`src/rtl/oam_dma_arbiter_pkg.sv`:
```
// -----------------------------------------------------------------------------
// oam_dma_arbiter_pkg
// Shared types and constants for the OAM DMA arbiter and its address
// generator: the DMA FSM state enum, the fixed bus addresses and the
// echo-RAM page wrap helper.
// -----------------------------------------------------------------------------
package oam_dma_arbiter_pkg;

  typedef enum logic [1:0] {
    ST_IDLE  = 2'd0,
    ST_START = 2'd1,
    ST_READ  = 2'd2,
    ST_WRITE = 2'd3
  } dma_state_e;

  localparam logic [15:0] DMA_REG_ADDR = 16'hFF46;
  localparam logic [15:0] OAM_BASE     = 16'hFE00;
  localparam logic [7:0]  HI_PAGE      = 8'hFF;

  // Pages E0-FF alias work RAM at C0-DF, so the source is pulled back by 0x20.
  localparam logic [7:0]  ECHO_FIRST   = 8'hE0;
  localparam logic [7:0]  ECHO_OFFSET  = 8'h20;

  function automatic logic [7:0] echo_wrap(input logic [7:0] page);
    return (page >= ECHO_FIRST) ? (page - ECHO_OFFSET) : page;
  endfunction

endpackage

```
`src/rtl/oam_dma_arbiter_dma_addr_gen.sv`:
```
// -----------------------------------------------------------------------------
// dma_addr_gen
// Forms the main-memory address and strobes the DMA engine drives on each
// transfer step.
// Ports:
//   page_i     source page register
//   index_i    current byte index within the transfer
//   state_i    current DMA FSM state
//   dma_addr_o {effective page, index} in READ, OAM_BASE + index in WRITE
//   dma_rd_o   high in READ
//   dma_wr_o   high in WRITE
// -----------------------------------------------------------------------------
module dma_addr_gen
  import oam_dma_arbiter_pkg::*;
(
  input  logic [7:0]  page_i,
  input  logic [7:0]  index_i,
  input  dma_state_e  state_i,
  output logic [15:0] dma_addr_o,
  output logic        dma_rd_o,
  output logic        dma_wr_o
);

  logic [7:0] eff_page;

  assign eff_page = echo_wrap(page_i);

  always_comb begin
    dma_addr_o = 16'h0000;
    dma_rd_o   = 1'b0;
    dma_wr_o   = 1'b0;
    case (state_i)
      ST_READ: begin
        dma_addr_o = {eff_page, index_i};
        dma_rd_o   = 1'b1;
      end
      ST_WRITE: begin
        dma_addr_o = OAM_BASE + {8'h00, index_i};
        dma_wr_o   = 1'b1;
      end
      default: ;
    endcase
  end

endmodule

```
`src/rtl/oam_dma_arbiter.sv`:
```
// -----------------------------------------------------------------------------
// oam_dma_arbiter
// OAM DMA engine plus CPU bus arbiter. A CPU write to FF46 latches a source
// page and copies DMA_LEN bytes from {page, 00..} into OAM at FE00. While the
// engine owns the main bus (READ/WRITE) CPU accesses below FF00 are blocked
// (reads return FF, writes dropped); the FF00-FFFF high page is always routed
// straight to the Hi port.
// Ports:
//   i_Clk, i_Rst_n (async active-low), i_Enable (clock enable)
//   i_Cpu_*  CPU address / write data / write strobe / read strobe
//   o_Cpu_Bus  CPU read data (00 when no read strobe)
//   o_Mem_*, i_Mem_Bus  main memory port
//   o_Hi_*,  i_Hi_Bus   high-page port (FF00-FFFF)
//   o_Dma_Active        high while in START, READ or WRITE
// Configuration:
//   OAM_DMA_READBACK_EN  when defined, CPU reads of FF46 return the page
//                        register; otherwise they return FF.
// -----------------------------------------------------------------------------
module oam_dma_arbiter
  import oam_dma_arbiter_pkg::*;
#(
  parameter int DMA_LEN = 160
) (
  input  logic        i_Clk,
  input  logic        i_Rst_n,
  input  logic        i_Enable,
  input  logic [15:0] i_Cpu_Address,
  input  logic [7:0]  i_Cpu_Bus,
  input  logic        i_Cpu_Bus_Out,
  input  logic        i_Cpu_Bus_In,
  output logic [7:0]  o_Cpu_Bus,
  output logic [15:0] o_Mem_Address,
  output logic [7:0]  o_Mem_Bus,
  output logic        o_Mem_Write,
  output logic        o_Mem_Read,
  input  logic [7:0]  i_Mem_Bus,
  output logic [7:0]  o_Hi_Address,
  output logic [7:0]  o_Hi_Bus,
  output logic        o_Hi_Write,
  output logic        o_Hi_Read,
  input  logic [7:0]  i_Hi_Bus,
  output logic        o_Dma_Active
);

  localparam logic [7:0] LAST_IDX = 8'(DMA_LEN - 1);

  dma_state_e state_q, state_d;
  logic [7:0] page_q,  page_d;
  logic [7:0] index_q, index_d;
  logic [7:0] data_q,  data_d;
  logic       active_q, active_d;

  logic        is_dma_reg;
  logic        dma_reg_wr;
  logic        hi_sel;
  logic        lo_sel;
  logic        dma_busy;
  logic [15:0] dma_addr;
  logic        dma_rd;
  logic        dma_wr;
  logic [7:0]  dma_reg_rdata;

  assign is_dma_reg = (i_Cpu_Address == DMA_REG_ADDR);
  assign dma_reg_wr = i_Cpu_Bus_Out && is_dma_reg;
  assign hi_sel     = (i_Cpu_Address[15:8] == HI_PAGE) && !is_dma_reg;
  assign lo_sel     = (i_Cpu_Address[15:8] != HI_PAGE);
  assign dma_busy   = (state_q == ST_READ) || (state_q == ST_WRITE);

`ifdef OAM_DMA_READBACK_EN
  assign dma_reg_rdata = page_q;
`else
  assign dma_reg_rdata = 8'hFF;
`endif

  dma_addr_gen u_addr_gen (
    .page_i     (page_q),
    .index_i    (index_q),
    .state_i    (state_q),
    .dma_addr_o (dma_addr),
    .dma_rd_o   (dma_rd),
    .dma_wr_o   (dma_wr)
  );

  // Next-state: an FF46 write wins over whatever the engine was doing, so a
  // rewrite mid-transfer restarts cleanly from index 0.
  always_comb begin
    state_d  = state_q;
    page_d   = page_q;
    index_d  = index_q;
    data_d   = data_q;
    active_d = active_q;
    if (i_Enable) begin
      if (dma_reg_wr) begin
        page_d  = i_Cpu_Bus;
        index_d = 8'h00;
        state_d = ST_START;
      end else begin
        case (state_q)
          ST_START: state_d = ST_READ;
          ST_READ: begin
            data_d  = i_Mem_Bus;
            state_d = ST_WRITE;
          end
          ST_WRITE: begin
            index_d = index_q + 8'd1;
            state_d = (index_q < LAST_IDX) ? ST_READ : ST_IDLE;
          end
          default: state_d = ST_IDLE;
        endcase
      end
      active_d = (state_d != ST_IDLE);
    end
  end

  always_ff @(posedge i_Clk or negedge i_Rst_n) begin
    if (!i_Rst_n) begin
      state_q  <= ST_IDLE;
      page_q   <= 8'h00;
      index_q  <= 8'h00;
      data_q   <= 8'h00;
      active_q <= 1'b0;
    end else begin
      state_q  <= state_d;
      page_q   <= page_d;
      index_q  <= index_d;
      data_q   <= data_d;
      active_q <= active_d;
    end
  end

  assign o_Dma_Active = active_q;

  // Main port: engine owns it in READ/WRITE, otherwise low-page CPU traffic
  // passes through.
  always_comb begin
    o_Mem_Address = 16'h0000;
    o_Mem_Bus     = 8'h00;
    o_Mem_Write   = 1'b0;
    o_Mem_Read    = 1'b0;
    if (dma_busy) begin
      o_Mem_Address = dma_addr;
      o_Mem_Read    = dma_rd;
      o_Mem_Write   = dma_wr;
      o_Mem_Bus     = dma_wr ? data_q : 8'h00;
    end else if (lo_sel) begin
      o_Mem_Address = i_Cpu_Address;
      o_Mem_Bus     = i_Cpu_Bus;
      o_Mem_Write   = i_Cpu_Bus_Out;
      o_Mem_Read    = i_Cpu_Bus_In;
    end
  end

  always_comb begin
    o_Hi_Address = 8'h00;
    o_Hi_Bus     = 8'h00;
    o_Hi_Write   = 1'b0;
    o_Hi_Read    = 1'b0;
    if (hi_sel) begin
      o_Hi_Address = i_Cpu_Address[7:0];
      o_Hi_Bus     = i_Cpu_Bus;
      o_Hi_Write   = i_Cpu_Bus_Out;
      o_Hi_Read    = i_Cpu_Bus_In;
    end
  end

  always_comb begin
    o_Cpu_Bus = 8'h00;
    if (i_Cpu_Bus_In) begin
      if (is_dma_reg)    o_Cpu_Bus = dma_reg_rdata;
      else if (hi_sel)   o_Cpu_Bus = i_Hi_Bus;
      else if (dma_busy) o_Cpu_Bus = 8'hFF;
      else               o_Cpu_Bus = i_Mem_Bus;
    end
  end

endmodule

```
`config.mk`:
```
export PLATFORM = sky130hd
export DESIGN_NAME = oam_dma_arbiter
export DESIGN_NICKNAME = d
export VERILOG_FILES = /design/src/rtl/oam_dma_arbiter_pkg.sv /design/src/rtl/oam_dma_arbiter_dma_addr_gen.sv /design/src/rtl/oam_dma_arbiter.sv
export SDC_FILE = /design/constraint.sdc
export NUM_CORES = 1
export LEC_CHECK = 0
export BUFFER_PORTS_ARGS = -buffer_cell sky130_fd_sc_hd__buf_2
export CAP_MARGIN = 20
export CORE_MARGIN = 4
export CORE_UTILIZATION = 30
export DETAILED_ROUTE_END_ITERATION = 16
export SETUP_SLACK_MARGIN = 0.05
export SYNTH_ARGS = -nofsm -noshare
export SYNTH_HDL_FRONTEND = slang
export SYNTH_SLANG_ARGS = --single-unit
```
`constraint.sdc`:
```
create_clock -name i_Clk -period 3 [get_ports i_Clk]
set_input_delay 0.15 -clock i_Clk [delete_from_list [all_inputs] [get_ports i_Clk]]
set_output_delay 0.15 -clock i_Clk [all_outputs]
set_load 0.01 [all_outputs]
```
Word-level counts from Yosys, hierarchy flattened
Index checks and enable logic that the tools add are counted.
Word-level totals
  register bits: 27
  input bits: 45
  output and inout port bits: 53
  logic and storage cells: 53
Operators by class
  add/sub/neg operators: 3
  magnitude comparators: 2
  equal/unequal tests: 6
  muxes and demuxes: 27
  bitwise logic cells: 1
  reduce and logical (&&, ||, !) cells: 9
Operators by type and width (count)
  8-bit 2-to-1 mux: 12
  16-bit 2-to-1 mux: 2
  16-bit one-hot mux with 2 select lines: 1
  16-bit equality test, second input constant: 1
  10-bit by 9-bit adder with 11-bit output, first input constant: 1
  8-bit by 1-bit adder with 8-bit output, second input constant: 1
  8-bit equality test, second input constant: 1
  8-bit greater-or-equal comparator, second input constant: 1
  8-bit < comparator, second input constant: 1
  1-bit 2-to-1 mux: 8
  8-bit inequality test, second input constant: 1
  8-bit by 6-bit subtractor with 8-bit output, second input constant: 1
  2-bit 2-to-1 mux: 3
  2-bit one-hot mux with 3 select lines: 1
  2-bit equality test, second input constant: 2
  2-bit AND reduction: 2
  2-bit nonzero test: 2
  3-bit AND reduction: 1
  2-bit by 1-bit equality test with 1-bit output, second input constant: 1
  1-bit logical AND: 2
  1-bit zero test: 1
  1-bit logical OR: 1
  1-bit inverter: 1

Longest topological paths before layout
  word-level depth: 6
  gate-level depth with buffers: 6
  depth with buffers taken out: 5

Modules after synthesis
Synthesis repeated with hierarchy kept, for this count alone.
Unflattened totals
  cells, all modules: 195
  area, all modules: 1943.1 µm²
By module, submodules not included
  oam_dma_arbiter: instances 1, cells an instance 167, area an instance 1764.2 µm², seq. area each 675.6 µm²
  dma_addr_gen: instances 1, cells an instance 28, area an instance 178.9 µm², seq. area each 0.0 µm²

Least setup slack after synthesis
Ideal clock, no wire load.
  kind: register to register
  start: reg state_q[0]
  end: reg data_q[0]
  library setup time: 0.125 ns
  arrival: 1.423 ns
  required time: 2.875 ns
  path slack: 1.452 ns
  stages on the path, launching flop included: 6
  path buffers: 1
  clock period less this slack: 1.548 ns
  cell sequence: dfrtp_1 nor2b_1 clkbuf_2 nand2_1 a31oi_4 mux2_2
On the way
  word-level cells in the longest chain between the ends: 2
RTL lines
  start, declared: RTL line oam_dma_arbiter.sv:47  | dma_state_e state_q, state_d;
  start signal, assigned: RTL line oam_dma_arbiter.sv:123  | state_q <= state_d;
  2-bit equality test: RTL line oam_dma_arbiter.sv:98  | case (state_q)
  3-bit AND reduction (no source line)
  end signal, assigned: RTL line oam_dma_arbiter.sv:126  | data_q <= data_d;
  end, declared: RTL line oam_dma_arbiter.sv:50  | logic [7:0] data_q, data_d;
Every way passes these cells.
A chain may end at the register's enable or synchronous reset.

Worst setup path after layout
  start: in i_Cpu_Address[14]
  end: out o_Cpu_Bus[6]
On the way
  word-level cells in the longest chain between the ends: 6
  elaborated cells on any way between the ends: 7
  those cells by class: eq/ne (2); mux (3); reduce/logical (2)
RTL lines
  start, declared: RTL line oam_dma_arbiter.sv:27  | input logic [15:0] i_Cpu_Address,
  16-bit equality test: RTL line oam_dma_arbiter.sv:63  | assign is_dma_reg = (i_Cpu_Address == DMA_REG_ADDR);
  1-bit zero test: RTL line oam_dma_arbiter.sv:65  | assign hi_sel = (i_Cpu_Address[15:8] == HI_PAGE) && !is_dma_reg;
  1-bit logical AND: RTL line oam_dma_arbiter.sv:65
  8-bit 2-to-1 mux: RTL line oam_dma_arbiter.sv:170  | else if (hi_sel) o_Cpu_Bus = i_Hi_Bus;
  8-bit 2-to-1 mux *: RTL line oam_dma_arbiter.sv:169  | if (is_dma_reg) o_Cpu_Bus = dma_reg_rdata;
  8-bit 2-to-1 mux *: RTL line oam_dma_arbiter.sv:168  | if (i_Cpu_Bus_In) begin
  end, declared: RTL line oam_dma_arbiter.sv:31  | output logic [7:0] o_Cpu_Bus,
Mark *: on every way between the ends. The rest lies on a longest branch, timed or not.

==> results.md <==
* Drt pass-1 iters at 4
* Min-Delay Path Depth at 2
* Clk pwr share at 19.7%
* Drc violations at 0
* Hold_ws at 122.6 ps
* Synth area leaders: dfrtp_1 (36%), mux2_2 (8.3%), and2_1 (5.6%)
* Placer Congestion at 0.8516
* Fin. max-slew vios at 0
* CP Cell Sequence: buf_2 -> nand4_2 -> nor2_1 -> nand2b_1 -> o221a_2 -> buf_2
* Area fraction of the dominant cell type after synthesis at 35.69%
* Synth Area per Inst at 9.101 sq um
* Top-count cell post-synth: dfrtp_1
* CTS Buf Count at 3
* CP max stage delay at 520 ps
* Die width at 87.44 um
* Min-delay worst type: in -> reg
* Total negative setup slack at 0 ps
* CP Max Fanout at 9
* Clock sink total at 27
* Critical Path Stages at 6
* Internal Power at 687.2 uW
* # hold bufs at CTS at 1
* Input/output buffers at 97
* Fin area at 2504 sq um
* Post-synth EDFFs at 0
* Reg power frac at 46.6%
* H-tree depth at 1
* Pleak at 1.267 nW
* Synth cell count leaders: dfrtp_1 (27), nand2_1 (26), and2_1 (17)
* Vias in the first global route at 1935
* Syn nets at 255
* Fin crit share at 67.79%
* Min setup slack post-route at 966.3 ps
* Highest-delay cell along the critical path: nor2_1
* Cell variety after synth at 41
* Final Hold Vio Count at 0
* Wire per inst at 15.70 um
* Core Area at 6026 sq um
* Post-synthesis register bit count at 27
* GRT Total Usage at 15.61%
* Comb power frac at 33.6%
* Crit path launch type: input pin
* Switching Share at 34.77%
* Top Ports at 98
* DR iter-0 viols at 96
* # setup viols final at 0
* Buf/Inv on CP at 2
* Post-Place Worst Slack at 959.1 ps
* Most common cell on crit path: buf_2
* GRT overflow at 0
* Area Growth Syn to Fin at 32.25%
* Fmax at 491.7 MHz
* Worst r2r path cells at 5
* P_sw at 366.3 uW
* CTS max path bufs at 2
* Post-synth ARST share at 100.0%
* CTS root buffer: clkbuf_8
* Share of layout cells above drive strength 1 at 46.03%
* Post-CTS setup buffer count at 0
* Normalized max-slew margin at 51.89%
* Via count at 1916
* Min-delay src: i_Mem_Bus[1]
* Gate Count Post-Synth at 208
* Tmin final at 2034 ps
* Post-DR vias/cell at 5.082
* Path type of the worst setup path: in -> out
* Crit end category: output pin
* Top_reg_cell synth: dfrtp_1
* Crit path max-delay family: simple AND/OR/NAND/NOR gates
* Synth warn at 0
* Worst EP arrival at 1880 ps
* DP HPWL at 4651 um
* Placed instance area at 2449 sq um
* FF-to-FF End: data_q[2]
* Rows at 28
* First-pass GRT wire length at 9370 um
* Diode count at 0
* Clock slew at reported path FFs at 90 ps
* CTS tree: done
* Clk_lat worst skew at 270 ps
* Launch point of the critical path: i_Cpu_Address[14]
* Fin nets at 350
* R2R Setup Slk at 1190 ps
* Area leader, netlist: dfrtp_1
* Launching point of the worst reg2reg path: state_q[1]
* Die ar. at 7645 sq um
* Status: finished clean
* Die H at 87.44 um
* Initial core utilization at 31.42%
* Seq/Total Area, Yosys at 35.69%
* Final antenna-violating net count at 0
* # resized after CTS at 0
* Pin count of the biggest net entering global routing at 28
* Drt total wl at 5920 um
* Min-Delay Endpoint: data_q[1]
* Max cap viols at 0
* Mapped Area at 1893 sq um
* RSZ-0062 raised after global routing: no
* Antenna violations before repair at 0
* Peak supply drop at 0.2315 mV
* WP data required at 2850 ps
* P per Cell Area at 420.8 nW/um^2
* Max Clock Skew at 0.9606 ps
* Slew @ Worst Pin at 719.0 ps
[through the flow]
stage                     total power [mW]  util [%]  cells
final                                1.054     41.55    377
after CTS                            1.066     41.55    377
after floorplan                     0.6938         -    208
after detailed placement            0.8523     40.64    372
after global routing                 1.133     41.55    377
after global placement              0.8481     40.64    372
[flip-flops by register name (all words and copies together), names as in the netlist]
signal and cells:
state_q 2, index_q 8, data_q 8, o_Dma_Active 1
page_q 8
[cell usage in the layout, fill, tap and decap left out, drive strengths merged]
cell type | netlist | final
a32o | 2 | 2
o31a | 1 | 1
a21o | 2 | 2
a21oi | 14 | 14
nand3 | 5 | 5
and2 | 19 | 19
o22a | 1 | 1
o211ai | 1 | 1
mux2 | 16 | 16
or2 | 3 | 3
nand4bb | 1 | 1
o21ai | 12 | 12
ha | 2 | 2
nand2 | 26 | 26
dfrtp | 27 | 27
xor2 | 3 | 3
dlygate4sd3 | 0 | 1
clkbuf | 6 | 4
nand2b | 1 | 1
inv | 10 | 10
a22o | 8 | 8
nor4 | 1 | 1
xnor2 | 3 | 3
a31oi | 1 | 1
and4bb | 1 | 1
nor2 | 14 | 14
buf | 7 | 102
nand4 | 7 | 7
nor3 | 2 | 2
nor4b | 1 | 1
nor2b | 1 | 1
and3 | 1 | 1
o221a | 8 | 8
o22ai | 1 | 1
[worst max path at each step]
stage                    to  slack, ps
6_report       o_Cpu_Bus[6]        970
2_1_floorplan     data_q[0]       1450
3_5_place_dp   o_Cpu_Bus[0]        960
4_1_cts        o_Cpu_Bus[0]        950
5_1_grt        o_Cpu_Bus[6]        790
3_3_place_gp   o_Cpu_Bus[5]       1070
[layout make-up]
| type | count | area, sq um |
|---|---|---|
| clock buffer | 4 | 45.04 |
| sequential | 27 | 675.6 |
| fill | 647 | 3522 |
| tap | 75 | 93.84 |
| inverter | 10 | 37.54 |
| timing repair buffer | 103 | 533.0 |
| multi-input combinational | 158 | 1119 |
[power by group through the flow]
| stage | sequential (mW) | clock, mW | combinational, mW |
|---|---|---|---|
| global route | 0.502 | 0.236 | 0.394 |
| global placement | 0.496 | 0 | 0.352 |
| detailed placement | 0.498 | 0 | 0.354 |
| floorplan | 0.470 | 0 | 0.224 |
| finish | 0.491 | 0.208 | 0.354 |
| CTS | 0.491 | 0.219 | 0.357 |
[cell families after synthesis]
family                     share of synthesized area (%)
AOI/OAI and AO/OA                                  19.96
xor gates and xnor gates                           2.776
adders and majority gates                          1.322
buffers and inverters                              5.221
DFF                                                35.69
muxes                                              9.914
and+or+nand+nor                                    25.12
[layer usage]
metal  up-vias  part of all wire (%)  wire, um  track usage (%)
met1       903                    43      2561            19.94
met4         0                   1.3        78            4.324
met5         -                     0         0                0
met3         6                   7.7       455            3.500
met2        81                    48      2825            26.30
li1        926                     -         -                -
Power figures use the tool's default switching activity.
